$ cat config.mk
export PLATFORM = sky130hd
export DESIGN_NAME = arb_serializer_2d
export DESIGN_NICKNAME = d
export VERILOG_FILES = /design/src/rtl/arb_serializer_2d_pkg.sv /design/src/rtl/arb_serializer_2d_rr_arbiter.sv /design/src/rtl/arb_serializer_2d.sv
export SDC_FILE = /design/constraint.sdc
export NUM_CORES = 1
export LEC_CHECK = 0
export ABC_AREA = 1
export CORE_MARGIN = 1
export CORE_UTILIZATION = 46
export CTS_CLUSTER_SIZE = 25
export DETAILED_ROUTE_END_ITERATION = 8
export GPL_TIMING_DRIVEN = 0
export PLACE_DENSITY = 0.87
export SLEW_MARGIN = 10
export SYNTH_ARGS = -nofsm -noshare
export SYNTH_HDL_FRONTEND = slang
export SYNTH_SLANG_ARGS = --single-unit
$ cat constraint.sdc
create_clock -name clk -period 5.28 [get_ports clk]
set_input_delay 1.056 -clock clk [delete_from_list [all_inputs] [get_ports clk]]
set_output_delay 1.056 -clock clk [all_outputs]
set_load 0.1 [all_outputs]
$ cat src/rtl/arb_serializer_2d_pkg.sv
// Shared types and the round-robin grant function for arb_serializer_2d.
// Combinational helpers only: no latency, no flow control of their own.
// The grant function scans at most RR_MAX_PORTS requesters.
package arb_serializer_2d_pkg;

    typedef enum logic {
        IDLE = 1'b0,
        BUSY = 1'b1
    } state_e;

    localparam int unsigned RR_MAX_PORTS = 64;
    localparam int unsigned RR_IDX_W     = 6;

    typedef struct packed {
        logic                any;
        logic [RR_IDX_W-1:0] idx;
    } rr_pick_t;

    // First requester at or after ptr, wrapping at n (n need not be a power of two).
    function automatic rr_pick_t rr_next_grant(
        input logic [RR_MAX_PORTS-1:0] req,
        input int unsigned             ptr,
        input int unsigned             n
    );
        rr_pick_t    res;
        int unsigned idx;
        res = '0;
        idx = 0;
        for (int unsigned k = 0; k < RR_MAX_PORTS; k++) begin
            if (k < n) begin
                idx = ptr + k;
                if (idx >= n) begin
                    idx = idx - n;
                end
                if (!res.any && req[idx[RR_IDX_W-1:0]]) begin
                    res.any = 1'b1;
                    res.idx = idx[RR_IDX_W-1:0];
                end
            end
        end
        return res;
    endfunction

endpackage

$ cat src/rtl/arb_serializer_2d_rr_arbiter.sv
// Round-robin arbiter: one-hot and encoded grant starting from prio_ptr.
// Purely combinational; en gates every grant (and therefore every recv_rdy).
// No backpressure state is kept here; the caller advances prio_ptr.
module rr_arbiter
    import arb_serializer_2d_pkg::*;
#(
    parameter  int N_INPUTS = 2,
    localparam int SRC_W    = $clog2(N_INPUTS)
) (
    input  logic [N_INPUTS-1:0] req,
    input  logic [SRC_W-1:0]    prio_ptr,
    input  logic                en,
    output logic [N_INPUTS-1:0] gnt_oh,
    output logic [SRC_W-1:0]    gnt_idx,
    output logic                any
);

    rr_pick_t pick;

    always_comb begin
        pick    = rr_next_grant(RR_MAX_PORTS'(req), 32'(prio_ptr), N_INPUTS);
        any     = en & pick.any;
        gnt_idx = SRC_W'(pick.idx);
        gnt_oh  = '0;
        if (any) begin
            gnt_oh[gnt_idx] = 1'b1;
        end
    end

endmodule

$ cat src/rtl/arb_serializer_2d.sv
// Round-robin drain of N_INPUTS array ports into one tagged word stream.
// Latency: array accepted at edge t, entry 0 valid in cycle t+1; ENTRIES words per packet.
// Backpressure: send_rdy low freezes all outputs; ARB_SERIALIZER_2D_B2B_EN overlaps next accept with the last word.
module arb_serializer_2d
    import arb_serializer_2d_pkg::*;
#(
    parameter  int BIT_WIDTH = 32,
    parameter  int N_INPUTS  = 2,
    parameter  int ENTRIES   = 2,
    localparam int SRC_W     = $clog2(N_INPUTS),
    localparam int CNT_W     = (ENTRIES > 1) ? $clog2(ENTRIES) : 1
) (
    input  logic                                            clk,
    input  logic                                            reset,
    input  logic [N_INPUTS-1:0][ENTRIES-1:0][BIT_WIDTH-1:0] recv_msg,
    input  logic [N_INPUTS-1:0]                             recv_val,
    output logic [N_INPUTS-1:0]                             recv_rdy,
    output logic [BIT_WIDTH-1:0]                            send_msg,
    output logic                                            send_val,
    input  logic                                            send_rdy,
    output logic [SRC_W-1:0]                                send_src,
    output logic                                            send_last
);

    state_e                             state_q, state_d;
    logic [SRC_W-1:0]                   prio_ptr_q, prio_ptr_d;
    logic [ENTRIES-1:0][BIT_WIDTH-1:0]  buf_q, buf_d;
    logic [SRC_W-1:0]                   src_q, src_d;
    logic [CNT_W-1:0]                   cnt_q, cnt_d;

    logic             busy;
    logic             last;
    logic             arb_en;
    logic             recv_fire;
    logic [SRC_W-1:0] gnt_idx;

    assign busy = (state_q == BUSY);
    assign last = busy && (cnt_q == CNT_W'(ENTRIES - 1));

    // Reset masks the arbiter so no port sees ready while the block is held in reset.
`ifdef ARB_SERIALIZER_2D_B2B_EN
    assign arb_en = !reset && (!busy || (last && send_rdy));
`else
    assign arb_en = !reset && !busy;
`endif

    rr_arbiter #(
        .N_INPUTS (N_INPUTS)
    ) u_arb (
        .req      (recv_val),
        .prio_ptr (prio_ptr_q),
        .en       (arb_en),
        .gnt_oh   (recv_rdy),
        .gnt_idx  (gnt_idx),
        .any      (recv_fire)
    );

    always_comb begin
        state_d    = state_q;
        prio_ptr_d = prio_ptr_q;
        buf_d      = buf_q;
        src_d      = src_q;
        cnt_d      = cnt_q;

        case (state_q)
            IDLE: begin
                state_d = IDLE;
            end
            BUSY: begin
                if (send_rdy) begin
                    if (last) begin
                        state_d = IDLE;
                        cnt_d   = '0;
                    end else begin
                        cnt_d   = cnt_q + CNT_W'(1);
                    end
                end
            end
            default: begin
                state_d = IDLE;
            end
        endcase

        // A recv fire can only occur when the arbiter is enabled, so this overrides the drain step.
        if (recv_fire) begin
            state_d    = BUSY;
            buf_d      = recv_msg[gnt_idx];
            src_d      = gnt_idx;
            cnt_d      = '0;
            prio_ptr_d = (gnt_idx == SRC_W'(N_INPUTS - 1)) ? '0 : gnt_idx + SRC_W'(1);
        end
    end

    always_ff @(posedge clk or posedge reset) begin
        if (reset) begin
            state_q    <= IDLE;
            prio_ptr_q <= '0;
            buf_q      <= '0;
            src_q      <= '0;
            cnt_q      <= '0;
        end else begin
            state_q    <= state_d;
            prio_ptr_q <= prio_ptr_d;
            buf_q      <= buf_d;
            src_q      <= src_d;
            cnt_q      <= cnt_d;
        end
    end

    always_comb begin
        send_msg = '0;
        if (busy) begin
            for (int e = 0; e < ENTRIES; e++) begin
                if (cnt_q == CNT_W'(e)) begin
                    send_msg = buf_q[e];
                end
            end
        end
    end

    assign send_val  = busy;
    assign send_src  = busy ? src_q : '0;
    assign send_last = last;

    a_rdy_onehot: assert property (@(posedge clk) disable iff (reset) $onehot0(recv_rdy));
    a_rdy_has_val: assert property (@(posedge clk) disable iff (reset) (recv_rdy & ~recv_val) == '0);
    a_cnt_range: assert property (@(posedge clk) disable iff (reset) cnt_q <= CNT_W'(ENTRIES - 1));

endmodule

Word-level counts from Yosys, hierarchy flattened --
Cells that the tools add are included.
Word-level totals: flip-flop bits (word level) 68, bits in latches 0, memory bits (writable) 0, ROM bits 0, memories 0
Operators by class: $add $sub $neg 5, $mul 0, divide/modulo/power cells 0, order comparisons 6, equality and inequality tests 0, shifts and indexed selects 0, multiplexer cells 25, bitwise logic cells 2, reduce and logical (&&, ||, !) cells 10
Operators by type and width (count):
- $mux W64 | 2
- $mux W32 | 2
- $ge A32 B2 Y1 const B | 1
- $lt A6 B7 Y1 const B | 2
- $mux W7 | 2
- $bmux W1 S6 | 2
- $mux W1 | 12
- $mux W6 | 2
- $sub A6 B2 Y6 const B | 1
- $logic_and A1 B1 Y1 | 4
- $reduce_bool A2 Y1 | 2
- $logic_not A1 Y1 | 3
- $sub A1 B2 Y3 const B | 1
- $add A1 B1 Y1 const B | 2
- $add A1 B1 Y2 const B | 1
- $ge A1 B2 Y1 const B | 1
- $lt A1 B2 Y1 const B | 1
- $mux W2 | 1
- $pmux W1 S2 | 1
- $reduce_and A2 Y1 | 1
- $and A1 B1 Y1 | 1
- $demux W1 S1 | 1
- $ge A1 B1 Y1 const B | 1
- $not A1 Y1 | 1

Longest topological paths before layout --
Gate-level depths: netlist of run 1.
word-level depth 13, depth in mapped cells 8, gate-level depth less buffers 5

Hierarchy --
Synthesis of run 1 repeated with hierarchy kept, for this count alone.
Second synthesis, totals: cell total of the unflattened synthesis 494, area total of the unflattened synthesis 3781.1 µm²
Modules (own cells, without submodules):
- arb_serializer_2d | times used 1, cells an instance 485, area each 3739.8 µm², seq. area each 1701.6 µm²
- rr_arbiter | times used 1, cells an instance 9, area each 41.3 µm², seq. area each 0.0 µm²

Least setup slack after synthesis of run 1 --
OpenSTA, ideal clock, no wires.
kind input port to output port, start point input port reset, end point output port recv_rdy[1], arrival time 4.020 ns, slack 0.204 ns, stages on the path 3, buffers on the path 0, cell sequence inv_1 > nand2_2 > nor2_1
Between the ends: longest elaborated chain between the ends 4
Ends and longest elaborated chain:
- from (decl) | RTL line arb_serializer_2d.sv:14 | input logic reset,
- $logic_not A1 Y1 (no source line)
- $logic_and A1 B1 Y1 | RTL line arb_serializer_2d.sv:44 | assign arb_en = !reset && !busy;
- $and A1 B1 Y1 | RTL line arb_serializer_2d_rr_arbiter.sv:22 | any = en & pick.any;
- $mux W2 | RTL line arb_serializer_2d_rr_arbiter.sv:25 | if (any) begin
- to (decl) | RTL line arb_serializer_2d.sv:17 | output logic [N_INPUTS-1:0] recv_rdy,
Every way passes these cells.

Final worst setup path of run 1 --
start point input port reset, end point output port recv_rdy[0]
Same word-level chain as after synthesis.

==> impl_metrics.tcl, run 1 <==
set metrics [dict create \
    vias 4556 \
    nNetsFinal 812 \
    grt-ovfl-total 0 \
    rsz0062_at_grt "false" \
    hold_buffers 0 \
    syn_area_um2 3810 \
    r2r_start "send_val" \
    port_buffers 169 \
    syn_nets 631 \
    nFillCells 606 \
    clk_pin_slew_ns 0.07 \
    antenna_cells 0 \
    postSynthCellCount 498 \
    dp_cells 770 \
    drt_first_pass_iters 5 \
    power_density_nw_per_um2 724 \
    post-route-min-period_ns 4.94 \
    ys_ff_latch 68 \
    fmax_ghz 0.202 \
    final_core_util 0.751 \
    start_kind "input port" \
    post_cts_buffers 0 \
    critPathKind "in2out" \
    endpoint "recv_rdy[0]" \
    hpwlAfterDp_um 10500 \
    end_kind "primary output" \
    leakagePower_nw 2.58 \
    status "completed" \
    busiest_layer "met2" \
    drt-total-wl_um 13900 \
    final_cell_mix "clkdlybuf4s50_1, nand3_1, nand2_1" \
    regArea_um2 1700 \
    worst_pin_slew_ns 1.04 \
    startpoint "reset" \
    first_global_vias 4294 \
    drive_gt1_frac 0.0863 \
    hold_viol 0 \
    clock_skew_ns 0.00646 \
    die_height_um 93.0 \
    met2_usage 0.537 \
    cts.htree.levels 3 \
    row_count 32 \
    die-area_um2 8640 \
    multi_input_area_um2 1780 \
    die_x_um 93.0 \
    timing.final.crit_share 0.936 \
    grt_max_degree 50 \
    rrSetupSlack_ns 3.83 \
    io_pins 170 \
    globalRouteMet1Util 0.431 \
    critical_path_arrival_ns 3.89 \
    syn_area_per_cell_um2 7.65 \
    synthDistinctLibCells 19 \
    post_drt_wl_per_cell_um 17.7 \
    critPathRequiredTime_ns 4.22 \
    yosysSeqAreaShare 0.447 \
    tritoncts "yes" \
    fin_ws_ns 0.338 \
    setup_tns_ns 0 \
    timing.slew.headroom 0.303 \
    grt_usage 0.330 \
    ant_nets 0 \
    drcViolationCount 0 \
    drt_iter0_drc 297 \
    via_per_inst 5.80 \
    cts.sinks 68 \
    clockRootBuffer "clkbuf_8" \
    r2r_cells 6 \
    antenna_found_initial 0 \
    syn_to_final_growth_pct 54.7 \
    drv_cap 0 \
    grt_pass1_wl_um 21800 \
    clk_path_buf_depth 2 \
    final_cells 786 \
    grt_util_met3 0.0748 \
    initial_core_util 0.485 \
    cts_resized 0 \
    fp.coreArea_um2 7850 \
    vdd_drop_max_uv 440 \
    pre_cts_slack_ns 0.336 \
    clk-insertion-delay-late_ns 0.36 \
    gp_congestion 0.887 \
    ys_warn_count 0 \
    hold_path_class "reg2reg" \
    crit_fanout 49 \
    setup_violations 0 \
    r2r-end "buf_q[47]" \
    hold-worst-slack_ns 0.499 \
    mostFrequentLayoutCell "clkdlybuf4s50_1" \
    numCtsBuffers 9 \
    slew_violations 0 \
]
[report_power, final]
part / internal [mW] / total, mW / leakage [nW] / switching, mW
registers: 0.770 / 0.951 / 0.840 / 0.180
clock network: 0.292 / 0.497 / 0.112 / 0.204
logic: 0.727 / 2.82 / 1.63 / 2.09
[kinds of logic after synthesis]
family                 synth area share
AOI/OAI and AO/OA                0.0496
buffers and inverters            0.0861
DFF                               0.447
and+or+nand+nor                   0.417
[synth_stat cells]
master | count | area [um2]
nand2_2 | 1 | 6.26
buf_4 | 8 | 60.1
dfrtp_1 | 68 | 1700
a21oi_1 | 1 | 5.00
clkbuf_1 | 15 | 56.3
o21ai_2 | 1 | 8.76
buf_2 | 22 | 110
nor3_1 | 1 | 5.00
nand3_1 | 128 | 641
o21ai_1 | 1 | 5.00
inv_2 | 1 | 3.75
nor2_1 | 67 | 251
nand2_1 | 70 | 263
buf_6 | 6 | 67.6
buf_1 | 1 | 3.75
o21ai_0 | 34 | 170
inv_1 | 7 | 26.3
nand4_1 | 64 | 400
nor2_4 | 2 | 22.5
[final cells by class]
cell class / count / area share
Clock buffer: 11 / 0.0257
Buffer: 52 / 0.0505
Inverter: 8 / 0.00552
Sequential cell: 68 / 0.289
Tap cell: 102 / 0.0217
Clock inverter: 5 / 0.0142
Timing Repair Buffer: 170 / 0.292
Multi-Input combinational cell: 370 / 0.302
[worst min path at each step]
| stage | slack, ns | cells past startpoint | to | startpoint |
|---|---|---|---|---|
| 4_1_cts | 0.50 | 2 | buf_q[6] | buf_q[6] |
| 2_1_floorplan | 0.46 | 2 | src_q | src_q |
| 5_1_grt | 0.53 | 2 | buf_q[49] | buf_q[49] |
| 3_3_place_gp | 0.47 | 2 | src_q | src_q |
| 3_5_place_dp | 0.48 | 2 | buf_q[6] | buf_q[6] |
| 6_report | 0.50 | 2 | buf_q[6] | buf_q[6] |
[state kept, by name (all words and copies together) (netlist names)]
signal / count
cnt_q: 1
prio_ptr_q: 1
send_val: 1
src_q: 1
buf_q: 64
[through the flow]
stage	power (mW)	area, um2
after floorplan	2.99	3810
final	4.27	5890
after global placement	3.69	5630
after global routing	4.45	5890
after detailed placement	3.74	5660
after CTS	4.25	5890
[per-layer routing]
metal | wire (um) | share of wire
met1 | 5360 | 0.39
met2 | 6760 | 0.49
met3 | 1290 | 0.093
met4 | 493 | 0.035
met5 | 0 | 0
[critical path, stage by stage]
cell and delay [ns]:
clkdlybuf4s50_1 0.51, inv_4 0.28, buf_16 0.29, nand2_2 0.14, nor2_4 0.13, buf_6 0.17, nand2_1 0.07, inv_1 0.05
clkdlybuf4s50_1 1.15
Power figures use the tool's default switching activity.
==> inputs of run 2 (changes only) <==
ABC_AREA = default   (was 1)
CORE_UTILIZATION = 45   (was 46)
PLACE_DENSITY = 0.95   (was 0.87)
==> impl_metrics.tcl, run 2 <==
set metrics [dict create \
    syn_area_per_cell_um2 11.5 \
    cts_resized 0 \
    yosysSeqAreaShare 0.465 \
    worst_pin_slew_ns 1.02 \
    rrSetupSlack_ns 3.56 \
    cts.htree.levels 3 \
    synth.most_common_cell "dfrtp_1" \
    fin_ws_ns 0.903 \
    synth_async_sr_flop_share 1.00 \
    hpwlAfterDp_um 8350 \
    vdd_drop_max_uv 451 \
    ant_nets 0 \
    synth_top_area_share 0.465 \
    io_pins 170 \
    antenna_found_initial 0 \
    end_kind "primary output" \
    antenna_cells 0 \
    final_cells 601 \
    ys.flop_type "dfrtp_1" \
    die_x_um 92.2 \
    first_global_vias 3604 \
    yosys.area.top_type "dfrtp_1" \
    critPathRequiredTime_ns 4.22 \
    post_cts_buffers 0 \
    clock_skew_ns 0.00752 \
    pre_cts_slack_ns 0.915 \
    cp_common_cell "clkdlybuf4s50_1" \
    drt_iter0_drc 139 \
    clockRootBuffer "clkbuf_8" \
    critPathMaxStageDelay_ns 1.18 \
    crit_slowest_cell "clkdlybuf4s50_1" \
    post-route-min-period_ns 4.38 \
    grt_pass1_wl_um 18100 \
    drt_first_pass_iters 4 \
    timing.final.crit_share 0.829 \
    syn_to_final_growth_pct 54.2 \
    dp_cells 588 \
    clk-insertion-delay-late_ns 0.32 \
    clk_pin_slew_ns 0.07 \
    tritoncts "yes" \
    drv_cap 0 \
    die_height_um 92.2 \
    ys_ff_latch 68 \
    final_cell_mix "clkdlybuf4s50_1, dfrtp_1, o21a_1, a221o_1" \
    multi_input_area_um2 1750 \
    syn_nets 450 \
    grt-ovfl-total 0 \
    gp_congestion 0.852 \
    nFillCells 606 \
    hold_viol 0 \
    power_density_nw_per_um2 670 \
    synthTopCellsByCount "dfrtp_1, a221o_1, o21a_1" \
    leakagePower_nw 2.36 \
    synthDistinctLibCells 20 \
    setup_violations 0 \
    postSynthCellCount 317 \
    grt_max_degree 69 \
    regArea_um2 1700 \
    hold_path_class "reg2reg" \
    clk_path_buf_depth 2 \
    grt_usage 0.279 \
    crit_fanout 10 \
    initial_core_util 0.469 \
    hold-worst-slack_ns 0.547 \
    fmax_ghz 0.228 \
    critPathKind "in2out" \
    setup_tns_ns 0 \
    timing.slew.headroom 0.316 \
    port_buffers 169 \
    cp.buffers_inverters 3 \
    die-area_um2 8500 \
    drive_gt1_frac 0.0842 \
    top_register "buf_q" \
    ys_warn_count 0 \
    synth_edf_count 0 \
    drt-total-wl_um 11700 \
    via_per_inst 5.74 \
    synth_area_leaders "dfrtp_1, a221o_1, o21a_1, mux2i_1, nor2b_1" \
    status "completed" \
    critical_path_arrival_ns 3.32 \
    cp_top_family "buffers and inverters" \
    fp.coreArea_um2 7810 \
    vias 3452 \
    rsz0062_at_grt "false" \
    row_count 32 \
    drcViolationCount 0 \
    cts.sinks 68 \
    cp_cell_sequence "clkdlybuf4s50_1, nor2_1, and3_1, buf_2, clkdlybuf4s50_1" \
    hold_buffers 0 \
    slew_violations 0 \
    mostFrequentLayoutCell "clkdlybuf4s50_1" \
    post_drt_wl_per_cell_um 19.5 \
    largest_register_ff_count 64 \
    syn_area_um2 3660 \
    nNetsFinal 630 \
    numCtsBuffers 9 \
    start_kind "input port" \
]
## run 2: layout make-up
class                   instances  share of cell area
repair buffers                169               0.300
well taps                     102              0.0226
clock inverters                 2             0.00222
flip-flops and latches         68               0.301
multi-input cells             211               0.310
inverters                       1             0.00111
plain buffers                  37              0.0366
clock buffers                  11              0.0268
## run 2: metal layers
| layer | track usage | wire length [um] |
|---|---|---|
| met4 | 0.0872 | 238 |
| met2 | 0.494 | 5890 |
| met5 | 0 | 0 |
| met3 | 0.0489 | 741 |
| met1 | 0.345 | 4850 |
## run 2: kinds of logic after synthesis
kind of cell | count (synthesis) | synth area share
AO/OA/AOI/OAI | 131 | 0.311
flip-flops | 68 | 0.465
AND/OR/NAND/NOR | 47 | 0.0769
buffers and inverters | 38 | 0.0574
multiplexers | 32 | 0.0875
XOR/XNOR | 1 | 0.00239
## run 2: metrics by stage
step / utilization / total power, mW / instance area, um2
6_report: 0.723 / 3.78 / 5650
5_1_grt: 0.723 / 3.93 / 5650
4_1_cts: 0.723 / 3.78 / 5650
3_5_place_dp: 0.702 / 3.40 / 5480
3_3_place_gp: 0.702 / 3.35 / 5480
2_1_floorplan: - / 2.79 / 3660
## run 2: worst paths after layout
path                          endpoint  cells past startpoint      from
min                              src_q                      2     src_q
max reg2reg                  buf_q[27]                      6  send_val
min reg2reg                      src_q                      2     src_q
min in group asynchronous     buf_q[4]                      2     reset
max                        recv_rdy[0]                      5     reset
max in group asynchronous    buf_q[39]                      2     reset
## run 2: power breakdown
part           total, mW  internal, mW  switching [mW]
combinational       2.50         0.859            1.65
clock              0.373         0.188           0.185
sequential         0.905         0.765           0.140
## run 2: worst register-to-register path: cells and delay by family, from the launching register on
kind / cells / cell delay, ns
AOI/OAI and AO/OA: 1 / 0.21
DFF: 1 / 0.39
buffers and inverters: 3 / 0.71
and+or+nand+nor: 2 / 0.35
